## config.mk

```make
export PLATFORM = sky130hd
export DESIGN_NAME = axi4_lite_reg_slave
export DESIGN_NICKNAME = d
export VERILOG_FILES = /design/src/rtl/axi4_lite_reg_slave.sv
export SDC_FILE = /design/constraint.sdc
export NUM_CORES = 1
export LEC_CHECK = 0
export BUFFER_PORTS_ARGS = -buffer_cell sky130_fd_sc_hd__buf_2
export CAP_MARGIN = 40
export CORE_UTILIZATION = 25
export CTS_CLUSTER_DIAMETER = 60
export DETAILED_ROUTE_END_ITERATION = 7
export SYNTH_ARGS = -nofsm -noshare
export SYNTH_HDL_FRONTEND = slang
export SYNTH_SLANG_ARGS = --single-unit
```

## constraint.sdc

```tcl
create_clock -name clk -period 2.85 [get_ports clk]
set_clock_uncertainty 0.05 [all_clocks]
set_input_delay 0.7125 -clock clk [delete_from_list [all_inputs] [get_ports clk]]
set_output_delay 0.7125 -clock clk [all_outputs]
set_load 0.005 [all_outputs]
```

## src/rtl/axi4_lite_reg_slave.sv

```systemverilog
// AXI4-Lite slave exposing NREGS read/write registers with per-register write pulses.
// Define AXI_REG_SLAVE_WSTRB_EN to honour WSTRB byte lanes; otherwise whole words are written.
module axi4_lite_reg_slave #(
   parameter int DW    = 32,
   parameter int AW    = 32,
   parameter int NREGS = 16
) (
   input  logic                clk,
   input  logic                resetn,
   input  logic [AW-1:0]       S_AXI_AWADDR,
   input  logic                S_AXI_AWVALID,
   output logic                S_AXI_AWREADY,
   input  logic [DW-1:0]       S_AXI_WDATA,
   input  logic [DW/8-1:0]     S_AXI_WSTRB,
   input  logic                S_AXI_WVALID,
   output logic                S_AXI_WREADY,
   output logic [1:0]          S_AXI_BRESP,
   output logic                S_AXI_BVALID,
   input  logic                S_AXI_BREADY,
   input  logic [AW-1:0]       S_AXI_ARADDR,
   input  logic                S_AXI_ARVALID,
   output logic                S_AXI_ARREADY,
   output logic [DW-1:0]       S_AXI_RDATA,
   output logic [1:0]          S_AXI_RRESP,
   output logic                S_AXI_RVALID,
   input  logic                S_AXI_RREADY,
   output logic [NREGS*DW-1:0] reg_out,
   output logic [NREGS-1:0]    wr_pulse
);

   localparam int ADDR_LSB = $clog2(DW/8);
   localparam int IDX_W    = $clog2(NREGS);
   localparam int TOP_LSB  = ADDR_LSB + IDX_W;

   typedef enum logic {W_IDLE, W_RESP} w_state_t;
   typedef enum logic {R_IDLE, R_DATA} r_state_t;

   w_state_t          w_state;
   r_state_t          r_state;
   logic [DW-1:0]     regs [NREGS];
   logic              aw_done;
   logic              w_done;
   logic              aw_ok;
   logic [IDX_W-1:0]  aw_idx;
   logic [DW-1:0]     w_data_q;
   logic [DW/8-1:0]   w_strb_q;
   logic [IDX_W-1:0]  aw_idx_in;
   logic [IDX_W-1:0]  ar_idx_in;
   logic              aw_ok_in;
   logic              ar_ok_in;
   logic              unused_bits;

   // Anything at or above NREGS*DW/8 has a nonzero bit above the index field.
   assign aw_idx_in = S_AXI_AWADDR[TOP_LSB-1:ADDR_LSB];
   assign ar_idx_in = S_AXI_ARADDR[TOP_LSB-1:ADDR_LSB];
   assign aw_ok_in  = (S_AXI_AWADDR[AW-1:TOP_LSB] == '0);
   assign ar_ok_in  = (S_AXI_ARADDR[AW-1:TOP_LSB] == '0);

`ifdef AXI_REG_SLAVE_WSTRB_EN
   assign unused_bits = &{1'b0, S_AXI_AWADDR[ADDR_LSB-1:0], S_AXI_ARADDR[ADDR_LSB-1:0]};
`else
   assign unused_bits = &{1'b0, S_AXI_AWADDR[ADDR_LSB-1:0], S_AXI_ARADDR[ADDR_LSB-1:0],
                          S_AXI_WSTRB, w_strb_q};
`endif

   // Write channel: AW and W are latched independently, then committed one edge later.
   always_ff @(posedge clk or negedge resetn) begin
      if (!resetn) begin
         w_state       <= W_IDLE;
         aw_done       <= 1'b0;
         w_done        <= 1'b0;
         aw_ok         <= 1'b0;
         aw_idx        <= '0;
         w_data_q      <= '0;
         w_strb_q      <= '0;
         S_AXI_AWREADY <= 1'b0;
         S_AXI_WREADY  <= 1'b0;
         S_AXI_BVALID  <= 1'b0;
         S_AXI_BRESP   <= 2'b00;
         wr_pulse      <= '0;
         for (int i = 0; i < NREGS; i++) regs[i] <= '0;
      end else begin
         wr_pulse <= '0;
         case (w_state)
            W_IDLE: begin
               if (S_AXI_AWREADY && S_AXI_AWVALID) begin
                  aw_done       <= 1'b1;
                  aw_idx        <= aw_idx_in;
                  aw_ok         <= aw_ok_in;
                  S_AXI_AWREADY <= 1'b0;
               end else if (!aw_done) begin
                  S_AXI_AWREADY <= 1'b1;
               end
               if (S_AXI_WREADY && S_AXI_WVALID) begin
                  w_done       <= 1'b1;
                  w_data_q     <= S_AXI_WDATA;
                  w_strb_q     <= S_AXI_WSTRB;
                  S_AXI_WREADY <= 1'b0;
               end else if (!w_done) begin
                  S_AXI_WREADY <= 1'b1;
               end
               if (aw_done && w_done) begin
                  if (aw_ok) begin
`ifdef AXI_REG_SLAVE_WSTRB_EN
                     for (int b = 0; b < DW/8; b++)
                        if (w_strb_q[b]) regs[aw_idx][b*8 +: 8] <= w_data_q[b*8 +: 8];
`else
                     regs[aw_idx] <= w_data_q;
`endif
                     wr_pulse[aw_idx] <= 1'b1;
                  end
                  aw_done      <= 1'b0;
                  w_done       <= 1'b0;
                  S_AXI_BVALID <= 1'b1;
                  S_AXI_BRESP  <= aw_ok ? 2'b00 : 2'b10;
                  w_state      <= W_RESP;
               end
            end
            W_RESP: begin
               if (S_AXI_BREADY) begin
                  S_AXI_BVALID  <= 1'b0;
                  S_AXI_AWREADY <= 1'b1;
                  S_AXI_WREADY  <= 1'b1;
                  w_state       <= W_IDLE;
               end
            end
            default: w_state <= W_IDLE;
         endcase
      end
   end

   // Read channel samples the pre-edge register contents, so a colliding write reads old data.
   always_ff @(posedge clk or negedge resetn) begin
      if (!resetn) begin
         r_state       <= R_IDLE;
         S_AXI_ARREADY <= 1'b0;
         S_AXI_RVALID  <= 1'b0;
         S_AXI_RDATA   <= '0;
         S_AXI_RRESP   <= 2'b00;
      end else begin
         case (r_state)
            R_IDLE: begin
               if (S_AXI_ARREADY && S_AXI_ARVALID) begin
                  S_AXI_RDATA   <= ar_ok_in ? regs[ar_idx_in] : '0;
                  S_AXI_RRESP   <= ar_ok_in ? 2'b00 : 2'b10;
                  S_AXI_RVALID  <= 1'b1;
                  S_AXI_ARREADY <= 1'b0;
                  r_state       <= R_DATA;
               end else begin
                  S_AXI_ARREADY <= 1'b1;
               end
            end
            R_DATA: begin
               if (S_AXI_RREADY) begin
                  S_AXI_RVALID  <= 1'b0;
                  S_AXI_ARREADY <= 1'b1;
                  r_state       <= R_IDLE;
               end
            end
            default: r_state <= R_IDLE;
         endcase
      end
   end

   for (genvar i = 0; i < NREGS; i++) begin : g_reg_out
      assign reg_out[i*DW +: DW] = regs[i];
   end

endmodule

```

==> metrics.md <==
| Metric | Value |
|---|---|
| EDFF count, synth | 0 |
| Met2 Usage GRT | 0.320 |
| Port Buffer Count | between 600 and 700 |
| Cell variety after synth | 38 |
| Die height | ~330 microns |
| H-tree Lvls | 3 |
| HP Class | input pin to flip-flop |
| Tot GR Track Use | 0.189 |
| Initial core utilization | 0.253 |
| Final Hold Viols | 0 |
| Die extent in x | 326 microns |
| First-pass GRT wire length | 144000 microns |
| WP data arrival | 3070 ps |
| Remaining DRCs | 0 |
| Ratio of cells with drive above 1 in the final layout | 0.660 |
| Die ar. | 0.106 sq mm |
| Syn-to-layout area delta | 31.8% |
| Crit path largest cell delay | 570 ps |
| CTS tree | yes |
| Dominant synthesized flop cell | dfrtp_1 |
| Clock Sinks | just over 600 |
| Fmax | 384 MHz |
| Req. time, crit path | 3320 ps |
| Clock root buffer master | clkbuf_16 |
| Fraction of registers with async set/reset | 1.00 |
| Worst-Skew Late Latency | 650 ps |
| Crit-path cells | and4b_1 > or3b_1 > nor3_4 > buf_4 > mux2_2 |
| Final Critical Period | 2600 ps |
| Synth warnings | 0 |
| Clock slew at reported path FFs | 60 ps |
| GR met1 Demand/Resource | 0.234 |
| Mapped Area | 0.0263 sq mm |
| GRT overflow | 0 |
| Status | complete, no violations |
| Seq cells post-synth | 608 |
| Slowest stage cell, crit path | or3b_1 |
| Row cnt | 118 |
| HPWL reported at the end of detailed placement | 69600 microns |
| CTS max path bufs | 3 |
| Initial antenna violation count | 4 |
| Instance count of the mapped netlist | 1636 |
| 1st-pass router iterations | 5 |
| Most Crowded Layer GR | met2 |
| Rel. slew slack | 0.410 |
| I/O pin cnt | between 600 and 700 |
| Via count | 18400 |
| Post-CTS setup buffers | 0 |
| WL per Instance | 27.0 microns |
| Nets@finish | 2446 |
| Final core occ | 0.334 |
| Cell taking the most area after synthesis | dfrtp_1 |
| Setup TNS | 0 ps |
| WL final | 102000 microns |
| Maxcap violations | 0 |
| Tcrit/Tclk final | 0.914 |
| Vias in the first global route | 18900 |
| Met3 Usage GRT | 0.0515 |
| Setup crit start kind | flip-flop |
| Max-slew violation count | 0 |
| Max VDD drop | 0.000466 V |
| Drt initial violations | 1123 |
| Worst Tran Pin Value | 885 ps |
| P per Cell Area | around 630 mW/mm^2 |
| CP endpoint kind | flip-flop |
| Core area | 0.104 sq mm |
| Register area share after synthesis | 0.579 |
| CP Max Fanout | 13 |
| Syn avg cell area | 16.1 sq um |
| Reg-to-reg slack, setup | 250 ps |
| Crit Path Class | flip-flop to flip-flop |
| Largest net degree at the start of global routing | a little under 80 |
| Final setup fails | 0 |
| RSZ-0062 raised after global routing | no |
| Leak | 0.0182 uW |
| RePlAce Congestion | 0.816 |
| TritonCTS Buffers | around 80 |
| Vias per cell | 4.86 |
| Synth area leaders | dfrtp_1 (58%), mux2_2 (23%), mux4_2 (11%) |
| Final ANT Viol Nets | 0 |
| Area share of the largest cell type after synthesis | 0.579 |
[routing by layer]
layer / part of all wire / vias to the layer above
li1: - / 7585
met1: 0.40 / 9949
met2: 0.50 / 699
met3: 0.071 / 139
met4: 0.023 / 0
met5: 0 / -
[logic make-up (layout without fill, tap and decap cells)]
group                  Yosys count  in the layout  share of synthesized area
buffers and inverters          148            910                     0.0255
muxes                          678            678                      0.345
and+or+nand+nor                 90             90                     0.0175
AOI/OAI and AO/OA              111            111                     0.0322
DFF                            608            608                      0.579
other                            1              6                   0.000143
[registers in the layout, indices dropped and copies added (netlist names), 4 cells and up]
signal and count:
aw_idx 4, wr_pulse 16, reg_out 512, w_data_q 32
S_AXI_RDATA 32
[final cells by class]
class,instances,area (sq um)
Inverter,9,33.8
Clock buffer,105,2180
Multi-Input combinational cell,881,10500
Fill cell,10300,69200
Clock inverter,36,454
Tap cell,1380,1730
Timing Repair Buffer,760,4480
Sequential cell,608,15200
Antenna cell,4,10.0
[cells in the mapped netlist, types with 2 or more instances]
library cell / instances
dfrtp_1: 608
mux2_2: 548
mux4_2: 128
clkbuf_1: 71
a22oi_1: 62
buf_2: 49
nand2_1: 40
a22o_1: 31
buf_4: 14
nor4_1: 12
o21ai_0: 10
inv_1: 9
nor2_1: 9
nand3_1: 6
buf_1: 5
nor2_2: 3
nor2b_1: 3
or2_2: 3
a21oi_1: 2
nand2b_1: 2
nand3b_1: 2
nand4_1: 2
nor3_2: 2
[final timing paths]
| check | cells past startpoint | to | startpoint |
|---|---|---|---|
| setup / recovery | 5 | reg_out[19] | w_state |
| hold / removal | 2 | w_data_q[10] | S_AXI_WDATA[10] |
| setup reg to reg | 5 | reg_out[19] | w_state |
| hold reg to reg | 2 | S_AXI_RVALID | S_AXI_RVALID |
| max in group asynchronous | 3 | reg_out[434] | resetn |
| min in group asynchronous | 2 | reg_out[387] | resetn |
[power breakdown]
part           internal, uW  total (uW)  switching [uW]
logic                   631        1450             817
registers              8940       10400            1450
clock network          5870       10000            4160
total                 15400       21900            6430
[timing repair]
action,CTS,global route
hold endpoints to repair,20,0
resized for setup,0,0
hold buffers,1,0
[through the flow]
step | setup WS, ps | hold slack [ps] | area (sq um) | std cells | power [uW]
final | 246 | 237 | 34600 | 3783 | 21900
after floorplan | 262 | 367 | 26300 | 1637 | 10600
after global routing | 114 | 192 | 34600 | 3781 | 22700
after global placement | 171 | 414 | 31900 | 3636 | 12000
after detailed placement | 142 | 416 | 32000 | 3637 | 12000
after CTS | 206 | 180 | 34600 | 3779 | 22100
[cells in the final DEF, fill, tap and decap left out, drive strengths merged, types with 18 or more instances in the layout]
| cell type | count |
|---|---|
| buf | 759 |
| dfrtp | 608 |
| mux2 | 549 |
| mux4 | 128 |
| clkbuf | 105 |
| a22oi | 62 |
| nand2 | 40 |
| a22o | 31 |
| inv | 20 |
| clkinv | 18 |
[critical path, delay by kind of cell, from the launching register on]
| kind | cells | cell delay (ps) |
|---|---|---|
| DFF | 1 | 440 |
| muxes | 1 | 370 |
| buffers and inverters | 1 | 340 |
| and+or+nand+nor | 3 | 1250 |
Power figures use the tool's default switching activity.
